===== src/rtl/tap_pkg.sv =====
// Shared types and constants for the LFSR tap-pattern search.
// Holds the search FSM state encoding, the tap table and a bounded table lookup.
// Contains no logic of its own.
package tap_pkg;

  typedef enum logic [2:0] {
    IDLE  = 3'd0,
    LOAD  = 3'd1,
    STEP  = 3'd2,
    CHECK = 3'd3,
    DONE  = 3'd4
  } state_t;

  localparam int NUM_TAPS = 9;

  // Highest valid candidate index, kept as a 4-bit value so that
  // comparisons against the 4-bit candidate counter have matching widths.
  localparam logic [3:0] LAST_TAP = 4'(NUM_TAPS - 1);

  // Feedback tap masks. Bit i set means state bit i feeds the XOR.
  localparam logic [6:0] TAP_TABLE [NUM_TAPS] = '{
    7'h60, 7'h48, 7'h78, 7'h72, 7'h6A, 7'h69, 7'h5C, 7'h7E, 7'h7B
  };

  // Table read that returns zero for indices past the end of the table.
  // The candidate counter never leaves 0..8, so the zero case is unreachable.
  function automatic logic [6:0] tap_at(input logic [3:0] idx);
    logic [6:0] tap;
    tap = '0;
    for (int i = 0; i < NUM_TAPS; i++) begin
      if (idx == 4'(i)) tap = TAP_TABLE[i];
    end
    return tap;
  endfunction

endpackage


===== src/rtl/lfsr_step.sv =====
// One combinational advance of a 7-bit Fibonacci-style LFSR.
// Latency: purely combinational, zero cycles. No flow control.
// Ports: state = current LFSR state, tap = feedback mask, next = advanced state.
module lfsr_step (
  input  logic [6:0] state,
  input  logic [6:0] tap,
  output logic [6:0] next
);

  // Shift left by one and insert the parity of the tapped bits as the new LSB.
  assign next = {state[5:0], ^(state & tap)};

endmodule


===== src/rtl/tap_finder.sv =====
// Finds the lowest tap-table entry that carries seed to target in STEPS LFSR advances.
// Latency: (STEPS+2)*(k+1)+1 cycles from accepted start to done for a match at index k,
//   (STEPS+2)*9+1 when nothing matches. No backpressure: start is ignored while busy.
// Ports: clk, reset (sync, active-high), start/seed/target request inputs;
//   busy (not idle), done (one-cycle pulse), found/index (result, held until next start).
module tap_finder
  import tap_pkg::*;
#(
  parameter int STEPS = 8
) (
  input  logic       clk,
  input  logic       reset,
  input  logic       start,
  input  logic [6:0] seed,
  input  logic [6:0] target,
  output logic       busy,
  output logic       done,
  output logic       found,
  output logic [3:0] index
);

  // Step counter runs 0..STEPS-1; the last value marks the final advance.
  localparam logic [3:0] LAST_STEP = 4'(STEPS - 1);

  state_t     state_q;
  state_t     state_d;

  logic [6:0] seed_q;
  logic [6:0] target_q;
  logic [6:0] lfsr_q;
  logic [6:0] lfsr_next;
  logic [3:0] cand_q;
  logic [3:0] step_q;
  logic       found_q;
  logic [3:0] index_q;

  logic       last_step;
  logic       match;
  logic       last_cand;

  lfsr_step u_lfsr_step (
    .state (lfsr_q),
    .tap   (tap_at(cand_q)),
    .next  (lfsr_next)
  );

  assign last_step = (step_q == LAST_STEP);
  assign match     = (lfsr_q == target_q);
  assign last_cand = (cand_q == LAST_TAP);

  // State register.
  always_ff @(posedge clk) begin
    if (reset) begin
      state_q <= IDLE;
    end else begin
      state_q <= state_d;
    end
  end

  // Next-state logic.
  always_comb begin
    state_d = state_q;
    unique case (state_q)
      IDLE:  if (start) state_d = LOAD;
      LOAD:  state_d = STEP;
      STEP:  if (last_step) state_d = CHECK;
      CHECK: begin
        if (match || last_cand) state_d = DONE;
        else                    state_d = LOAD;
      end
      DONE:  state_d = IDLE;
      default: state_d = IDLE;
    endcase
  end

  // Outputs decoded from state; result registers drive found/index directly.
  always_comb begin
    busy  = (state_q != IDLE);
    done  = (state_q == DONE);
    found = found_q;
    index = index_q;
  end

  // Datapath: request capture, LFSR, candidate and step counters, result.
  always_ff @(posedge clk) begin
    if (reset) begin
      seed_q   <= '0;
      target_q <= '0;
      lfsr_q   <= '0;
      cand_q   <= '0;
      step_q   <= '0;
      found_q  <= 1'b0;
      index_q  <= '0;
    end else begin
      unique case (state_q)
        IDLE: begin
          if (start) begin
            seed_q   <= seed;
            target_q <= target;
            cand_q   <= '0;
            found_q  <= 1'b0;
            index_q  <= '0;
          end
        end
        LOAD: begin
          lfsr_q <= seed_q;
          step_q <= '0;
        end
        STEP: begin
          lfsr_q <= lfsr_next;
          step_q <= step_q + 4'd1;
        end
        CHECK: begin
          // Match is tested first so the lowest matching index wins and
          // the search stops there.
          if (match) begin
            found_q <= 1'b1;
            index_q <= cand_q;
          end else if (last_cand) begin
            found_q <= 1'b0;
          end else begin
            cand_q <= cand_q + 4'd1;
          end
        end
        default: ;
      endcase
    end
  end

endmodule

===== config.mk =====
export PLATFORM = sky130hd
export DESIGN_NAME = tap_finder
export DESIGN_NICKNAME = d
export VERILOG_FILES = /design/src/rtl/tap_pkg.sv /design/src/rtl/lfsr_step.sv /design/src/rtl/tap_finder.sv
export SDC_FILE = /design/constraint.sdc
export NUM_CORES = 1
export LEC_CHECK = 0
export CAP_MARGIN = 20
export CORE_MARGIN = 2
export CORE_UTILIZATION = 34
export CTS_CLUSTER_SIZE = 8
export DETAILED_ROUTE_END_ITERATION = 16
export PLACE_DENSITY = 0.57
export SLEW_MARGIN = 40
export SYNTH_ARGS = -nofsm -noshare
export SYNTH_HDL_FRONTEND = slang
export SYNTH_SLANG_ARGS = --single-unit
export TNS_END_PERCENT = 5

===== constraint.sdc =====
create_clock -name clk -period 1.8 [get_ports clk]
set_clock_uncertainty 0.05 [all_clocks]
set_input_delay 0.36 -clock clk [delete_from_list [all_inputs] [get_ports clk]]
set_output_delay 0.36 -clock clk [all_outputs]
set_load 0.02 [all_outputs]

* Yosys cells after proc, flatten, opt, wreduce, memory -nomap -nowiden
Index checks and enable logic that the tools add are counted.
Storage, ports and cells: register bits after elaboration 37, bits of input ports 17
Cells by class: add/sub/neg operators 2, equality and inequality tests 20, muxes and demuxes 25, bitwise gates (word level) 1, reduce and logical (&&, ||, !) cells 12
Operator list (count):
- $mux 7 | 9
- $pmux 4 s2 | 3
- $eq 4x3->1 const B | 5
- $mux 4 | 4
- $pmux 7 s2 | 1
- $pmux 3 s4 | 1
- $ne 2x2->1 const B | 5
- $mux 3 | 3
- $add 4x1->4 const B | 2
- $eq 4x2->1 const B | 2
- $and 7x7->7 | 1
- $eq 7x7->1 | 1
- $reduce_xor 7->1 | 1
- $eq 3x2->1 const B | 2
- $reduce_and 3->1 | 2
- $eq 4x1->1 const B | 1
- $eq 4x4->1 const B | 1
- $logic_not 4->1 | 1
- $reduce_and 2->1 | 2
- $reduce_and 4->1 | 1
- $reduce_bool 2->1 | 2
- $eq 3x1->1 const B | 1
- $eq 3x3->1 const B | 1
- $logic_not 3->1 | 1
- 5 further kinds | 7

* Logic depth before layout (Yosys ltp)
Gate-level depths: netlist (run 1).
word-level depth 13, depth in mapped cells 8

* Modules after synthesis
From an unflattened synthesis (run 1), not the netlist that was laid out.
Second synthesis, totals: cells, all modules 231, area total of the unflattened synthesis 1925.6 sq um
By module, submodules not included:
- tap_finder | instances 1, cells each 214, area each 1791.7 sq um, seq. area each 740.7 sq um
- lfsr_step | instances 1, cells each 17, area each 133.9 sq um, seq. area each 0.0 sq um

* Least setup slack after synthesis (run 1)
OpenSTA, ideal clock, no wires.
kind flip-flop to flip-flop, start point register cand_q[0], end point register lfsr_q[0], setup time 0.079 ns, data arrival time 1.862 ns, path slack -0.190 ns, stages on the path, launching flop included 9, buffers on the path 0, cells stage by stage dfxtp_1 -> inv_1 -> ha_1 -> o41ai_2 -> xor2_1 -> mux2_1 -> nand3_1 -> nand4b_1 -> o221ai_2
Between the ends: word-level cells in the longest chain between the ends 13
Ends and longest elaborated chain:
- start, declared | line tap_finder.sv:32 | logic [3:0] cand_q;
- start signal, assigned | line tap_finder.sv:122 | cand_q <= cand_q + 4'd1;
- $logic_not 4->1 | line tap_pkg.sv:31 | if (idx == 4'(i)) tap = TAP_TABLE[i];
- $mux 7 (8 in a row) | line tap_pkg.sv:31
- $mux 7 * | line tap_pkg.sv:31
- $and 7x7->7 * | line lfsr_step.sv:11 | assign next = {state[5:0], ^(state & tap)};
- $reduce_xor 7->1 * | line lfsr_step.sv:11
- $pmux 7 s2 * | line tap_finder.sv:95 | unique case (state_q)
- end signal, assigned | line tap_finder.sv:106 | lfsr_q <= seed_q;
- end signal, assigned | line tap_finder.sv:110 | lfsr_q <= lfsr_next;
- end, declared | line tap_finder.sv:30 | logic [6:0] lfsr_q;
Mark *: on every way between the ends. The rest lies on a longest branch, timed or not. A chain may end at the register's enable or synchronous reset.

* Final worst setup path (run 1)
Ends and elaborated chain as after synthesis.

==> results of run 1 <==
[flip-flops by register name, indices dropped and copies added, names as in the netlist]
register	flops
target_q	7
step_q	4
cand_q	4
index	4
lfsr_q	7
state_q	3
seed_q	7
found	1
[area by class of cell]
type                            count  area [um^2]
Timing Repair Buffer               50          455
Multi-Input combinational cell    172         1130
Tap cell                           70         87.6
Clock buffer                        5         68.8
Inverter                            5         23.8
Clock inverter                      3         17.5
Fill cell                         506         2630
Sequential cell                    37          753
[metrics by stage]
stage          instance area (um^2)  cells  utilization
6_report                       2540    342        0.491
4_1_cts                        2430    342        0.469
2_1_floorplan                  1860    227            -
5_1_grt                        2540    342        0.491
3_5_place_dp                   2340    334        0.453
3_3_place_gp                   2340    334        0.453
[worst max-delay path: cells and delay by family, from the launching register on]
kind / cells / cell delay, ns
muxes: 1 / 0.33
AOI/OAI and AO/OA: 2 / 0.45
adders and majority gates: 1 / 0.18
xor gates and xnor gates: 1 / 0.22
and+or+nand+nor: 2 / 0.17
buffers and inverters: 1 / 0.06
DFF: 1 / 0.40
[routing by layer]
layer	routed length, um	part of all wire	up-vias	global-route usage
li1	-	-	887	-
met1	2260	0.50	782	0.220
met2	2080	0.46	30	0.240
met3	133	0.029	6	0.0291
met4	79	0.017	0	0.0643
met5	0	0	-	0
[power breakdown]
part	internal, W	total (W)	switching, W
sequential	0.000878	0.000943	0.0000647
clock	0.000267	0.000564	0.000297
combinational	0.000291	0.000598	0.000307
total	0.00144	0.00211	0.000669
[final timing paths]
kind	to	slack [ns]	cells after the start
worst max-delay path	lfsr_q[0]$_SDFFE_PP0P_	-0.12	8
worst min-delay path	index[3]$_SDFFE_PP0P_	0.41	2
worst max register to register	lfsr_q[0]$_SDFFE_PP0P_	-0.12	8
worst min register to register	index[3]$_SDFFE_PP0P_	0.41	2
[synth_stat cells (2+ instances only)]
cell type	number
sky130_fd_sc_hd__o21ai_0	3
sky130_fd_sc_hd__nand3b_1	2
sky130_fd_sc_hd__buf_2	3
sky130_fd_sc_hd__nand3_1	4
sky130_fd_sc_hd__and3b_1	2
sky130_fd_sc_hd__a22oi_1	10
sky130_fd_sc_hd__xor2_1	2
sky130_fd_sc_hd__nand2_1	42
sky130_fd_sc_hd__nor2_1	16
sky130_fd_sc_hd__or3_1	3
sky130_fd_sc_hd__nor2b_1	4
sky130_fd_sc_hd__nand4_1	5
sky130_fd_sc_hd__and2_1	3
sky130_fd_sc_hd__xnor2_1	9
sky130_fd_sc_hd__a21oi_1	31
sky130_fd_sc_hd__inv_1	5
sky130_fd_sc_hd__ha_1	5
sky130_fd_sc_hd__clkbuf_1	8
sky130_fd_sc_hd__o211ai_1	2
sky130_fd_sc_hd__nor3_1	5
sky130_fd_sc_hd__dfxtp_1	37
sky130_fd_sc_hd__nor3_2	2
[logic make-up (layout without fill, tap and decap cells)]
group | Yosys count | in the layout | share of synthesized area
buffers and inverters | 18 | 63 | 0.0407
xor gates and xnor gates | 11 | 11 | 0.0522
and+or+nand+nor | 96 | 96 | 0.260
AOI/OAI and AO/OA | 58 | 58 | 0.200
muxes | 2 | 2 | 0.0115
DFF | 37 | 37 | 0.402
adders and majority gates | 5 | 5 | 0.0339
[timing repair]
item,CTS,global route
pin swaps,0,4
endpoints found under the setup margin,3,10
gates resized for setup,2,28
buffers inserted,0,0
==> results.sh, run 1 <==
export IMPL_hold_start="index[3]$_SDFFE_PP0P_"
export IMPL_register_area_share_after_synthesis=0.402
export IMPL_deepest_clock_path_buffer_count=2
export IMPL_vias_per_cell=4.99
export IMPL_distinct_cells_synth=46
export IMPL_initial_core_util=0.357
export IMPL_total_grt_overflow=0
export IMPL_timing_final_ws_setup_ns=-0.119
export IMPL_ys_flop_type="sky130_fd_sc_hd__dfxtp_1"
export IMPL_cell_at_the_root_of_the_clock_tree="sky130_fd_sc_hd__clkbuf_8"
export IMPL_antenna_cells=0
export IMPL_detailroute_via_count=1705
export IMPL_drt_pass1_iter_count=4
export IMPL_cts_tree="yes"
export IMPL_die_h_um=77.7
export IMPL_buffer_ports_inserted=23
export IMPL_setup_total_negative_slack_ns=-0.119
export IMPL_boundaryPins=24
export IMPL_ys_ff_latch=37
export IMPL_h_tree_depth=2
export IMPL_critical_path_required_ns=1.96
export IMPL_critical_path_max_stage_delay_ns=0.40
export IMPL_post_synth_top_area_fraction=0.402
export IMPL_largest_net_degree_at_the_start_of_global_routing=26
export IMPL_layout_drive_gt1_share=0.224
export IMPL_cts_buffers_inserted=5
export IMPL_clock_sink_count=37
export IMPL_leakage_nw=0.900
export IMPL_postRouteAntennaNets=0
export IMPL_yosys_area_top_type="sky130_fd_sc_hd__dfxtp_1"
export IMPL_mostFrequentLayoutCells="sky130_fd_sc_hd__nand2_1, sky130_fd_sc_hd__dfxtp_1, sky130_fd_sc_hd__a21oi_1"
export IMPL_preCtsSetupSlack_ns=-0.187
export IMPL_dp_hpwl_um=3260
export IMPL_initial_antenna_violation_count=0
export IMPL_setup_violations=1
export IMPL_ir_worst_vdd_v=0.000532
export IMPL_timing_critical_path_arrival_ns=2.08
export IMPL_die_x_um=77.7
export IMPL_die_area_um2=6030
export IMPL_synth_cell_area_um2=1840
export IMPL_synth_cells=227
export IMPL_worstSetupStartpoint="cand_q[0]$_SDFFE_PP0P_"
export IMPL_ys_warnings_count=0
export IMPL_holdBufCountCts=0
export IMPL_final_common_cell="sky130_fd_sc_hd__nand2_1"
export IMPL_worst_pin_slew_ns=0.511
export IMPL_drt_initial_drc_count=63
export IMPL_grt_first_pass_wirelength_um=7600
export IMPL_critPathSlowestCell="sky130_fd_sc_hd__dfxtp_4"
export IMPL_cap_viol_max_count=0
export IMPL_final_period_utilization=1.07
export IMPL_first_global_vias=1581
export IMPL_syn2layout_area_growth_pct=37.8
export IMPL_total_power_w=0.00211
export IMPL_failed_checks="negative setup slack"
export IMPL_core_rowCount=26
export IMPL_period_needed_ns=1.92
export IMPL_hold_path_class="reg2reg"
export IMPL_placeableCoreArea_um2=5170
export IMPL_status="finished, violations left"
export IMPL_avgRoutedWirePerCell_um=13.3
export IMPL_report_final_slew_viol_count=0
export IMPL_critical_path_reg2reg_startpoint="cand_q[0]$_SDFFE_PP0P_"
export IMPL_synthesis_nets=249
export IMPL_clk_transition_reported_paths_ns=0.07
export IMPL_synth_async_sr_flop_share=0
export IMPL_critPathLaunchType="flop"
export IMPL_rsz0062_at_grt="yes"
export IMPL_cp_cell_sequence="inv_4 -> ha_4 -> o41ai_4 -> xor2_2 -> mux2_4 -> nand3_2 -> nand4b_1 -> o221ai_2"
export IMPL_max_freq_mhz=521
export IMPL_critPathMaxFanout=6
export IMPL_yosys_top_cells_area="sky130_fd_sc_hd__dfxtp_1, sky130_fd_sc_hd__nand2_1, sky130_fd_sc_hd__a21oi_1"
export IMPL_clk_latency_ns=0.29
export IMPL_synthesis_area_per_instance_um2=8.12
export IMPL_critical_path_class="reg2reg"
export IMPL_hold_worst_slack_ns=0.408
export IMPL_finalWirelength_um=4560
export IMPL_final_hold_violation_count=0
export IMPL_worst_rel_slew_slack=0.658
export IMPL_grtUsageTotal=0.158
export IMPL_setup_worst_path_end_class="flop"
export IMPL_drcViolationCount=0
export IMPL_power_density_nw_per_um2=828
export IMPL_net_count_reported_at_finish=293
export IMPL_synth_edff_count=0
export IMPL_routabilityCongestion=0.759
(Power assumes the default switching activity.)
==> inputs of run 2 (changes only) <==
--- a/config.mk
+++ b/config.mk
@@ -8,6 +8,7 @@
 export CAP_MARGIN = 20
 export CORE_MARGIN = 2
 export CORE_UTILIZATION = 34
+export CTS_CLUSTER_DIAMETER = 80
 export CTS_CLUSTER_SIZE = 8
 export DETAILED_ROUTE_END_ITERATION = 16
 export PLACE_DENSITY = 0.57
==> results of run 2 <==
No change in the layout: final DEF, timing and power equal those of run 1.
==> inputs of run 3 (changes only) <==
--- a/config.mk
+++ b/config.mk
@@ -5,6 +5,7 @@
 export SDC_FILE = /design/constraint.sdc
 export NUM_CORES = 1
 export LEC_CHECK = 0
+export ABC_AREA = 0
 export CAP_MARGIN = 20
 export CORE_MARGIN = 2
 export CORE_UTILIZATION = 34
@@ -12,7 +13,7 @@
 export CTS_CLUSTER_SIZE = 8
 export DETAILED_ROUTE_END_ITERATION = 16
 export PLACE_DENSITY = 0.57
-export SLEW_MARGIN = 40
+export SLEW_MARGIN = 20
 export SYNTH_ARGS = -nofsm -noshare
 export SYNTH_HDL_FRONTEND = slang
 export SYNTH_SLANG_ARGS = --single-unit
==> results of run 3 <==
No change in the layout: final DEF, timing and power equal those of run 1.
